`src/rtl/sram_obi_retention_ctrl.sv`:
```
`timescale 1ns/1ps
// OBI-to-SRAM bridge with automatic retention entry after an idle period
// and a fixed-length wake sequence before new grants are given.
module sram_obi_retention_ctrl #(
  parameter int NumWords   = 1024,
  parameter int AddrWidth  = (NumWords <= 1) ? 1 : $clog2(NumWords),
  parameter int IdleCycles = 16,
  parameter int WakeCycles = 2
) (
  input  logic                 clk_i,
  input  logic                 rst_i,
  input  logic                 obi_req_i,
  output logic                 obi_gnt_o,
  input  logic [31:0]          obi_addr_i,
  input  logic                 obi_we_i,
  input  logic [3:0]           obi_be_i,
  input  logic [31:0]          obi_wdata_i,
  output logic                 obi_rvalid_o,
  output logic [31:0]          obi_rdata_o,
  input  logic                 retention_en_i,
  output logic                 sram_req_o,
  output logic                 sram_we_o,
  output logic [3:0]           sram_be_o,
  output logic [31:0]          sram_wdata_o,
  output logic [AddrWidth-1:0] sram_addr_o,
  input  logic [31:0]          sram_rdata_i,
  output logic                 sram_set_retentive_no,
  output logic [1:0]           ret_state_o
);

  localparam int IdleW = $clog2(IdleCycles + 1);
  localparam int WakeW = $clog2(WakeCycles + 1);
  localparam logic [IdleW-1:0] IdleMax   = IdleW'(IdleCycles);
  localparam logic [IdleW-1:0] IdleEntry = IdleW'(IdleCycles - 1);
  localparam logic [WakeW-1:0] WakeLoad  = WakeW'(WakeCycles);

  typedef enum logic [1:0] {
    ACTIVE    = 2'd0,
    RETENTIVE = 2'd1,
    WAKE      = 2'd2
  } ret_state_e;

  ret_state_e       state_q, state_d;
  logic [IdleW-1:0] idle_cnt_q;
  logic [WakeW-1:0] wake_cnt_q;
  logic             rvalid_q;
  logic             rd_pending_q;
  logic             cycle_idle;
  logic             unused_addr_bits;

  // A cycle with a pending response is never idle, so retention cannot cut off a read.
  assign cycle_idle = ~obi_req_i & ~rvalid_q;

  assign sram_req_o   = obi_req_i & obi_gnt_o;
  assign sram_we_o    = obi_we_i;
  assign sram_be_o    = obi_be_i;
  assign sram_wdata_o = obi_wdata_i;
  assign sram_addr_o  = obi_addr_i[AddrWidth+1:2];
  assign unused_addr_bits = ^{obi_addr_i[31:AddrWidth+2], obi_addr_i[1:0]};

  assign obi_rvalid_o = rvalid_q;
  assign obi_rdata_o  = (rvalid_q && rd_pending_q) ? sram_rdata_i : 32'h0;
  assign ret_state_o  = state_q;

  always_ff @(posedge clk_i or posedge rst_i) begin
    if (rst_i) begin
      state_q <= ACTIVE;
    end else begin
      state_q <= state_d;
    end
  end

  always_comb begin
    state_d = state_q;
    case (state_q)
      ACTIVE: begin
        if (retention_en_i && cycle_idle && (idle_cnt_q == IdleEntry)) begin
          state_d = RETENTIVE;
        end
      end
      RETENTIVE: begin
        if (obi_req_i || !retention_en_i) begin
          state_d = WAKE;
        end
      end
      WAKE: begin
        if (wake_cnt_q <= WakeW'(1)) begin
          state_d = ACTIVE;
        end
      end
      default: state_d = ACTIVE;
    endcase
  end

  always_comb begin
    obi_gnt_o             = 1'b0;
    sram_set_retentive_no = 1'b1;
    case (state_q)
      ACTIVE:    obi_gnt_o = obi_req_i;
      RETENTIVE: sram_set_retentive_no = 1'b0;
      default:   ;
    endcase
  end

  // Idle count restarts outside ACTIVE so every wake-up begins a fresh idle window.
  always_ff @(posedge clk_i or posedge rst_i) begin
    if (rst_i) begin
      idle_cnt_q <= '0;
    end else if ((state_q != ACTIVE) || !cycle_idle) begin
      idle_cnt_q <= '0;
    end else if (idle_cnt_q != IdleMax) begin
      idle_cnt_q <= idle_cnt_q + IdleW'(1);
    end
  end

  always_ff @(posedge clk_i or posedge rst_i) begin
    if (rst_i) begin
      wake_cnt_q <= '0;
    end else if ((state_q == RETENTIVE) && (state_d == WAKE)) begin
      wake_cnt_q <= WakeLoad;
    end else if ((state_q == WAKE) && (wake_cnt_q != '0)) begin
      wake_cnt_q <= wake_cnt_q - WakeW'(1);
    end
  end

  always_ff @(posedge clk_i or posedge rst_i) begin
    if (rst_i) begin
      rvalid_q     <= 1'b0;
      rd_pending_q <= 1'b0;
    end else begin
      rvalid_q     <= sram_req_o;
      rd_pending_q <= sram_req_o & ~obi_we_i;
    end
  end

endmodule
```
`config.mk`:
```
export PLATFORM = sky130hd
export DESIGN_NAME = sram_obi_retention_ctrl
export DESIGN_NICKNAME = d
export VERILOG_FILES = /design/src/rtl/sram_obi_retention_ctrl.sv
export SDC_FILE = /design/constraint.sdc
export NUM_CORES = 1
export LEC_CHECK = 0
export ABC_AREA = 0
export CAP_MARGIN = 20
export CORE_AREA = 5 5 70 72
export DETAILED_ROUTE_END_ITERATION = 10
export DIE_AREA = 0 0 75 77
export DONT_BUFFER_PORTS = 1
export PLACE_DENSITY = 0.39
export SYNTH_ARGS = -nofsm -noshare
export SYNTH_HDL_FRONTEND = slang
export SYNTH_SLANG_ARGS = --single-unit
```
`constraint.sdc`:
```
create_clock -name clk_i -period 3.43 [get_ports clk_i]
set_input_delay 0.686 -clock clk_i [delete_from_list [all_inputs] [get_ports clk_i]]
set_output_delay 0.686 -clock clk_i [all_outputs]
set_load 0.01 [all_outputs]
```
==> impl_metrics.env <==
export IMPL_drive_gt1_share_pct=9.89
export IMPL_start_util_pct=27.9
export IMPL_syn_to_final_growth_pct=-23.8
export IMPL_vias=729
export IMPL_die_y_um=77
export IMPL_cts_tree="done"
export IMPL_layout_nets=202
export IMPL_crit_family="flip-flops"
export IMPL_synth_area_leaders="buf_4 30%, dfrtp_1 23%, and3_1 17%"
export IMPL_fp_dieW_um=75
export IMPL_grt_usage_pct=10.6
export IMPL_drtAntennaViolNets=0
export IMPL_postCtsResizedCells=0
export IMPL_top_level_ports=190
export IMPL_grt_max_degree=36
export IMPL_p_leak_nw=0.483
export IMPL_yosysTopAreaCell="buf_4"
export IMPL_critPathMaxStageDelay_ns=0.83
export IMPL_startpoint_type="flip-flop"
export IMPL_crit_required_ns=2.74
export IMPL_timing_final_crit_share_pct=61.2
export IMPL_power_frac_comb_pct=12.8
export IMPL_period_needed_ns=2.10
export IMPL_synth_warning_count=0
export IMPL_synth_area_um2=1180
export IMPL_hold_viol_final=0
export IMPL_wl_um=3470
export IMPL_syn_inst=142
export IMPL_setup_ws_ns=1.33
export IMPL_fp_dieArea_um2=5780
export IMPL_swShare_pct=26.2
export IMPL_core_um2=4230
export IMPL_place_gp_congestion=0.723
export IMPL_worst_pin_slew_ns=0.766
export IMPL_drv_cap=0
export IMPL_drc_errors=0
export IMPL_clock_latency_ns=0.24
export IMPL_grt_pass1_vias=707
export IMPL_dr_pass1_iters=4
export IMPL_synth_top_area_share_pct=30.5
export IMPL_grt_pass1_wl_um=4400
export IMPL_cts_buffer_depth=2
export IMPL_crit_chain="and3_1"
export IMPL_rsz0062_at_grt="false"
export IMPL_setup_viol=0
export IMPL_outcome="complete, no violations"
export IMPL_avgRoutedWirePerCell_um=24.2
export IMPL_syn_nets=252
export IMPL_yosys_register_bits=11
export IMPL_cts_setup_buffers=0
export IMPL_power_frac_seq_pct=46.3
export IMPL_setup_tns_ns=0
export IMPL_cts_root_buf="clkbuf_8"
export IMPL_place_hpwl_um=2980
export IMPL_yosys_cell_types_count=27
export IMPL_drt_iter0_drc=47
export IMPL_slew_headroom_pct=48.9
export IMPL_critPathBufInv=0
export IMPL_placementRows=24
export IMPL_dpl_worst_slack_ns=1.57
export IMPL_cp_max_fo=35
export IMPL_cts_sinks=11
export IMPL_criticalPathCategory="flip-flop to primary output"
export IMPL_syn_area_per_cell_um2=8.33
export IMPL_antenna_found_initial=0
export IMPL_htree_num_levels=1
export IMPL_clockPowerShare_pct=40.9
export IMPL_p_sw_mw=0.0826
export IMPL_pwr_density_cell_nw_per_um2=350
export IMPL_arrival_ns=1.41
export IMPL_fmax_ghz=0.476
export IMPL_vdd_drop_max_mv=0.0595
export IMPL_cp_slowest_cell="dfrtp_1"
export IMPL_antennaDiodeCount=0
export IMPL_fin_util_pct=21.3
export IMPL_gr_total_overflow=0
export IMPL_cts_made_buffers=3
export IMPL_p_int_mw=0.233
export IMPL_hold_buffers=0
export IMPL_vias_per_cell=5.10
export IMPL_fin_skew_ns=0.00522
export IMPL_hold_class="input pin to asynchronous set/reset pin"
export IMPL_clkTransAtPathRegs_ns=0.05
export IMPL_numPortBuffers=0
export IMPL_synth_seq_area_share_pct=23.3
export IMPL_final_max_slew_viol_count=0
export IMPL_cp_end_kind="primary output"
-- power by group through the flow --
| stage | combinational, mW | sequential [mW] | clock, mW |
|---|---|---|---|
| after global placement | 0.0401 | 0.148 | 0 |
| after floorplan | 0.0959 | 0.142 | 0 |
| final | 0.0403 | 0.146 | 0.129 |
| after detailed placement | 0.0415 | 0.148 | 0 |
| after CTS | 0.0418 | 0.146 | 0.136 |
| after global routing | 0.0459 | 0.148 | 0.144 |
-- stage by stage --
step,power [mW],cell area (µm²),hold WS [ns],cells
after floorplan,0.238,1180,0.484,142
after global placement,0.188,856,0.501,139
after detailed placement,0.190,856,0.512,139
after CTS,0.324,901,0.361,143
after global routing,0.338,901,0.371,143
final,0.316,901,0.344,143
-- cells in the mapped netlist --
cell,count
buf_4,48
and3_1,33
dfrtp_1,11
inv_1,8
clkbuf_1,6
ha_1,5
nor2_1,4
a21oi_1,2
nor2b_1,2
nor3b_1,2
nor4b_1,2
o21ai_0,2
or2b_1,2
xnor2_1,2
a211oi_1,1
a21o_2,1
a221o_2,1
and2_1,1
and4bb_2,1
buf_6,1
clkbuf_2,1
mux2i_1,1
nand3_1,1
nor3_1,1
nor3_2,1
or4_4,1
xor2_1,1
-- cell families (layout without fill, tap and decap cells) --
kind of cell / Yosys count / count (layout) / share of synthesized area (%)
buffers and inverters: 64 / 13 / 36.3
and+or+nand+nor: 51 / 51 / 28.0
DFF: 11 / 11 / 23.3
AOI/OAI and AO/OA: 7 / 7 / 4.02
adders and majority gates: 5 / 5 / 5.29
xor gates and xnor gates: 3 / 3 / 2.22
muxes: 1 / 1 / 0.847
-- cell type report --
type                       instances  area, µm²
timing repair buffer               1       7.51
clock buffer                       4       45.0
fill                             471       3330
sequential                        11        275
tap                               52       65.1
multi-input combinational         67        478
inverter                           8       30.0
-- registers in the layout, summed over array words and instances, names as in the netlist --
name,count
rd_pending_q,1
wake_cnt_q,2
ret_state_o,2
idle_cnt_q,5
obi_rvalid_o,1
-- cells in the final DEF, fill, tap and decap left out, drive strengths merged, types with 2 or more instances in the layout --
cell type	netlist	layout
and3	33	33
dfrtp	11	11
inv	8	8
ha	5	5
nor2	4	4
clkbuf	7	4
or2b	2	2
nor2b	2	2
o21ai	2	2
nor4b	2	2
a21oi	2	2
xnor2	2	2
nor3b	2	2
nor3	2	2
-- worst paths after layout --
kind,startpoint,endpoint,slack (ns),cells past startpoint
max,obi_rvalid_o,obi_rdata_o[31],1.33,1
min,rst_i,ret_state_o[1],0.34,1
min reg2reg,wake_cnt_q[1],wake_cnt_q[1],0.53,1
min in group clk_i,obi_we_i,rd_pending_q,0.51,1
max in group asynchronous,rst_i,idle_cnt_q[2],2.77,1
max reg2reg,obi_rvalid_o,idle_cnt_q[2],1.91,2
-- routing by layer --
layer	wire length, µm	part of all wire (%)	track usage (%)	up-vias
li1	-	-	-	320
met1	879	25	7.24	311
met2	1750	51	19.0	84
met3	758	22	8.63	14
met4	76	2.2	5.34	0
met5	0	0	0	-
Note: power is estimated with default switching activity, not from simulation.
